==> src/rtl/l1d_mem_req_sched_pkg.sv <==
// Shared L1D definitions for the memory request scheduler: FSM state encoding
// and the requester index width helper.
package rvh_l1d_pkg;

  typedef enum logic {
    ST_IDLE  = 1'b0,
    ST_BURST = 1'b1
  } sched_state_e;

  // IDX_W for a given requester count; kept at least 1 bit wide.
  function automatic int unsigned calc_idx_w(input int unsigned n_req);
    return (n_req < 2) ? 1 : $clog2(n_req);
  endfunction

endpackage

==> src/rtl/l1d_mem_req_sched_arb.sv <==
// Round-robin arbiter: searches from the pointer upward with wrap, returns a
// one-hot grant plus its index; the pointer moves past upd_idx_i on update_i.
module one_hot_rr_arb #(
  parameter int N_REQ = 4,
  parameter int IDX_W = 2
) (
  input  logic             clk,
  input  logic             rstn,
  input  logic [N_REQ-1:0] req_i,
  input  logic             update_i,
  input  logic [IDX_W-1:0] upd_idx_i,
  output logic [N_REQ-1:0] grt_o,
  output logic [IDX_W-1:0] grt_idx_o
);

  logic [IDX_W-1:0] ptr_q, ptr_d;
  logic [IDX_W:0]   pos;
  logic [IDX_W-1:0] idx;
  logic             found;

  always_comb begin
    grt_o     = '0;
    grt_idx_o = '0;
    found     = 1'b0;
    pos       = '0;
    idx       = '0;
    for (int i = 0; i < N_REQ; i++) begin
      pos = {1'b0, ptr_q} + (IDX_W+1)'(i);
      if (pos >= (IDX_W+1)'(N_REQ)) pos = pos - (IDX_W+1)'(N_REQ);
      idx = pos[IDX_W-1:0];
      if (!found && req_i[idx]) begin
        found      = 1'b1;
        grt_o[idx] = 1'b1;
        grt_idx_o  = idx;
      end
    end
  end

  always_comb begin
    ptr_d = ptr_q;
    if (update_i)
      ptr_d = (upd_idx_i == IDX_W'(N_REQ-1)) ? '0 : upd_idx_i + 1'b1;
  end

  always_ff @(posedge clk) begin
    if (!rstn) ptr_q <= '0;
    else       ptr_q <= ptr_d;
  end

endmodule

==> src/rtl/l1d_mem_req_sched.sv <==
// Burst scheduler: grants the shared memory request port to one requester at a
// time for a whole burst, choosing round-robin among pending requesters.
//
// state    | meaning
// ---------+-------------------------------------------------------------
// ST_IDLE  | port free; arbitrate among valid requesters, latch owner/len
// ST_BURST | owner streams beats until the beat with beat_cnt == 0 is taken
module l1d_mem_req_sched
  import rvh_l1d_pkg::*;
#(
  parameter  int          N_REQ  = 4,
  parameter  int          DATA_W = 64,
  parameter  int          LEN_W  = 3,
  localparam int unsigned IDX_W  = calc_idx_w(N_REQ)
) (
  input  logic                          clk,
  input  logic                          rstn,
  input  logic [N_REQ-1:0]              req_valid_i,
  input  logic [N_REQ-1:0][LEN_W-1:0]   req_len_i,
  input  logic [N_REQ-1:0][DATA_W-1:0]  req_data_i,
  output logic [N_REQ-1:0]              req_ready_o,
  output logic                          mem_valid_o,
  output logic [DATA_W-1:0]             mem_data_o,
  output logic [IDX_W-1:0]              mem_src_o,
  output logic                          mem_last_o,
  input  logic                          mem_ready_i,
  output logic                          busy_o
);

  sched_state_e     state_q, state_d;
  logic [IDX_W-1:0] owner_q, owner_d;
  logic [LEN_W-1:0] cnt_q, cnt_d;

  logic [N_REQ-1:0] grt;
  logic [IDX_W-1:0] grt_idx;
  logic [LEN_W-1:0] len_sel;
  logic             hs, last_hs;

  one_hot_rr_arb #(.N_REQ(N_REQ), .IDX_W(IDX_W)) u_arb (
    .clk       (clk),
    .rstn      (rstn),
    .req_i     (req_valid_i),
    .update_i  (last_hs),
    .upd_idx_i (owner_q),
    .grt_o     (grt),
    .grt_idx_o (grt_idx)
  );

  always_comb begin
    len_sel = '0;
    for (int i = 0; i < N_REQ; i++)
      if (grt[i]) len_sel = len_sel | req_len_i[i];
  end

  assign hs      = (state_q == ST_BURST) && req_valid_i[owner_q] && mem_ready_i;
  assign last_hs = hs && (cnt_q == '0);

  always_ff @(posedge clk) begin
    if (!rstn) begin
      state_q <= ST_IDLE;
      owner_q <= '0;
      cnt_q   <= '0;
    end else begin
      state_q <= state_d;
      owner_q <= owner_d;
      cnt_q   <= cnt_d;
    end
  end

  always_comb begin
    state_d = state_q;
    owner_d = owner_q;
    cnt_d   = cnt_q;
    unique case (state_q)
      ST_IDLE: begin
        if (|req_valid_i) begin
          state_d = ST_BURST;
          owner_d = grt_idx;
          cnt_d   = len_sel;
        end
      end
      ST_BURST: begin
        if (last_hs)  state_d = ST_IDLE;
        else if (hs)  cnt_d   = cnt_q - 1'b1;
      end
      default: state_d = ST_IDLE;
    endcase
  end

  // Ready depends only on registered ownership and mem_ready_i, never on valid.
  always_comb begin
    req_ready_o = '0;
    mem_valid_o = 1'b0;
    mem_last_o  = 1'b0;
    busy_o      = (state_q == ST_BURST);
    mem_src_o   = owner_q;
    mem_data_o  = req_data_i[owner_q];
    if (state_q == ST_BURST) begin
      mem_valid_o          = req_valid_i[owner_q];
      mem_last_o           = (cnt_q == '0);
      req_ready_o[owner_q] = mem_ready_i;
    end
  end

endmodule

==> config.mk <==
export PLATFORM = sky130hd
export DESIGN_NAME = l1d_mem_req_sched
export DESIGN_NICKNAME = d
export VERILOG_FILES = /design/src/rtl/l1d_mem_req_sched_pkg.sv /design/src/rtl/l1d_mem_req_sched_arb.sv /design/src/rtl/l1d_mem_req_sched.sv
export SDC_FILE = /design/constraint.sdc
export NUM_CORES = 1
export LEC_CHECK = 0
export ABC_AREA = 1
export BUFFER_PORTS_ARGS = -buffer_cell sky130_fd_sc_hd__buf_2
export CORE_AREA = 5 5 133 135
export DETAILED_ROUTE_END_ITERATION = 8
export DIE_AREA = 0 0 138 140
export GPL_TIMING_DRIVEN = 0
export SYNTH_ARGS = -nofsm -noshare
export SYNTH_HDL_FRONTEND = slang
export SYNTH_SLANG_ARGS = --single-unit
==> constraint.sdc <==
create_clock -name clk -period 2.5 [get_ports clk]
set_input_delay 0.625 -clock clk [delete_from_list [all_inputs] [get_ports clk]]
set_output_delay 0.625 -clock clk [all_outputs]
set_load 0.03 [all_outputs]
==> out/results.tsv <==
metric	value	unit
Distinct cells, synth	28	
post-DP HPWL	16900	um
Pwr Density	474	nW/um2
Logic pwr share	0.815	
total core area	16300	um2
worst r2r src	u_arb.ptr_q[0]$_SDFFE_PN0P_	
pre-CTS setup slack	-726	ps
leakage power	2.72	nW
Synthesis Warnings	0	
Final Cycle Share	0.973	
Cell Area, Synth	2750	um2
hold path depth	2	
Max Slew Vio Count	0	
relative slew slack	0.733	
M3 GR Usage	0.0337	
Sw Ratio	0.580	
syn_nets	822	
antenna violations before repair	5	
Die H	140	um
Root Buffer	clkbuf_16	
Startpoint Class	flip-flop	
DRC violations left	0	
Final Critical Period	2430	ps
DIE AREA	19300	um2
f_max	0.411	GHz
routability cong.	1.01	
GR Util met2	0.328	
busiest grt layer	met2	
Post-DRT Antenna Nets	0	
Post-synth EDFFs	0	
largest cells by area after synthesis	o21ai_0, nor2_1, o22ai_1	
DRT Pass-1 Iters	4	
switching pwr	1.40	mW
share of layout cells above drive strength 1	0.481	
count of final hold-check violations	0	
first-pass GRT wire length	29700	um
Yosys top cell by area	o21ai_0	
share of the synthesized area in the top cell type	0.249	
Worst Hold Class	reg -> reg	
vias per inst	4.74	
CTS Buf Count	3	
Final Setup Violations	0	
Global Route met1 Usage	0.245	
top post-synthesis cells by count	o21ai_0, nor2_1, o22ai_1	
Main synth FF type	dfxtp_1	
WL/cell	18.2	um
Die W	138	um
Post-CTS Setup Bufs	0	
global route total overflow	0	
via count	5240	
clk sinks	8	
worst setup path start	mem_src_o[0]$_SDFFE_PN0P_	
count leader, synth	o21ai_0	
# port buffers	347	
Hold Buf Count CTS	0	
IO Count	348	
CP max-delay cell	dfxtp_4	
Worst Max-Slew Pin Slew	397	ps
worst r2r dst	cnt_q[1]$_SDFFE_PN0P_	
Post-Syn Area per Cell	5.16	um2
Worst Hold Path EP	cnt_q[1]$_SDFFE_PN0P_	
Slowest Stage Delay on Critical Path	400	ps
hold path start	cnt_q[1]$_SDFFE_PN0P_	
nature of the critical path endpoint	primary output	
Final Total Pwr	2.41	mW
DRT iter0 DRCs	318	
area grow syn2layout	84.8	%
final core utilization	0.311	
Clock power frac	0.112	
RSZ-0062 raised after global routing	yes	
pin count of the biggest net entering global routing	12	
Cell Rows	47	
clk slew on worst S/H paths	40	ps
Crit Path Max Fanout	10	
CP cell instances	inv_2 > clkbuf_8 > clkbuf_4 > nor2_1 > o22ai_1 > buf_2	
multi-input logic area	2450	um2
Final Worst Setup Slack	67.8	ps
Critical Path RT	1880	ps
status	finished clean	
Post-synth ARST share	0	
synthesized instance count	533	
Crit Path Class	reg -> out	
Seq cells post-synth	8	
initial core utilization	0.168	
fillers	1924	
Seq pwr share	0.073	
r2r setup slk	240	ps
register area share after synthesis	0.0583	
H-tree Lvls	1	
R2R cell count	14	
vias in the first global route	5216	
internal power	1.01	mW
post-route clock skew	1.79	ps
VDD IR max	0.217	mV
GRT Overall Usage	0.190	
clk buf depth	2	
CTS tree	done	
register area	165	um2
worst-skew pair later-pin latency	230	ps
max-cap violations	0	
CP arrival	1810	ps
WL final	20100	um
Nets	1174	
[routing by layer]
metal / up-vias / routed length [um]
met2: 273 / 9780
met5: - / 16
met1: 2363 / 8510
met3: 40 / 1340
li1: 2560 / -
met4: 4 / 471
[stage by stage]
step                      TNS (ps)  hold slack (ps)  area, um2  cells
after global placement      -26900              457       4890   1100
after detailed placement    -29550              466       4890   1100
after floorplan                  0              442       2870    533
after global routing         -39.7              487       5080   1105
final                            0              469       5080   1106
after CTS                        0              471       5050   1103
[what timing repair did]
| action | in CTS | in global routing |
|---|---|---|
| pin swaps | 0 | 1 |
| setup endpoints to repair | 68 | 44 |
| resized for setup | 45 | 18 |
[worst max path at each step]
| stage | end | slack (ps) | cells after the start |
|---|---|---|---|
| final | mem_data_o[21] | 70 | 6 |
| after global routing | mem_data_o[41] | -20 | 5 |
| after CTS | mem_data_o[43] | 5 | 6 |
| after detailed placement | mem_data_o[60] | -730 | 6 |
| after global placement | mem_data_o[60] | -690 | 6 |
| after floorplan | req_ready_o[2] | 50 | 6 |
[logic make-up after synthesis]
| family | after synthesis | share of synthesized area |
|---|---|---|
| AO/OA/AOI/OAI | 220 | 0.433 |
| AND/OR/NAND/NOR | 223 | 0.347 |
| flip-flops | 8 | 0.0583 |
| adder cells (fa/ha/maj) | 14 | 0.0637 |
| buffers and inverters | 68 | 0.0974 |
[placed cells by master, fill, tap and decap left out, types with 2 or more instances in the layout]
master     instances
nor2_1           136
dfxtp_1            6
clkbuf_16          3
o21ai_0          137
clkbuf_4          10
nand4_1            2
nand3_2            4
buf_6              3
inv_1             21
nand2_2            2
clkbuf_2          17
buf_4              2
nand3_1           14
o22ai_2           21
diode_2            3
nand2_1           56
ha_1              14
clkbuf_8           2
nor2_4             2
inv_2              3
o22ai_1           43
a21oi_1           14
buf_2            347
clkbuf_1           9
nand2_4            4
[state kept, by name (all words and copies together) (netlist names)]
| name | cells |
|---|---|
| cnt_q | 3 |
| mem_src_o | 2 |
| u_arb.ptr_q | 2 |
| busy_o | 1 |
[worst max-delay path: cells and delay by family (launching register included)]
kind | cells | cell delay (ps)
buf+inv | 4 | 830
flops | 1 | 400
compound gates | 1 | 250
simple gates | 1 | 80
[power groups by stage]
stage                     Clock, mW  Combinational [mW]  Sequential [mW]
after detailed placement          0                1.91            0.176
after global routing          0.280                2.12            0.179
after global placement            0                1.92            0.175
after floorplan                   0                1.19            0.174
final                         0.270                1.96            0.175
after CTS                     0.273                1.95            0.176
[area by class of cell]
type                       count  area share
multi-input combinational    457       0.483
inverter                      25      0.0190
buffer                        43      0.0517
clock buffer                   3      0.0148
sequential                     8      0.0325
antenna                        3     0.00148
timing repair buffer         347       0.343
tap                          220      0.0542
Power figures use the tool's default switching activity.
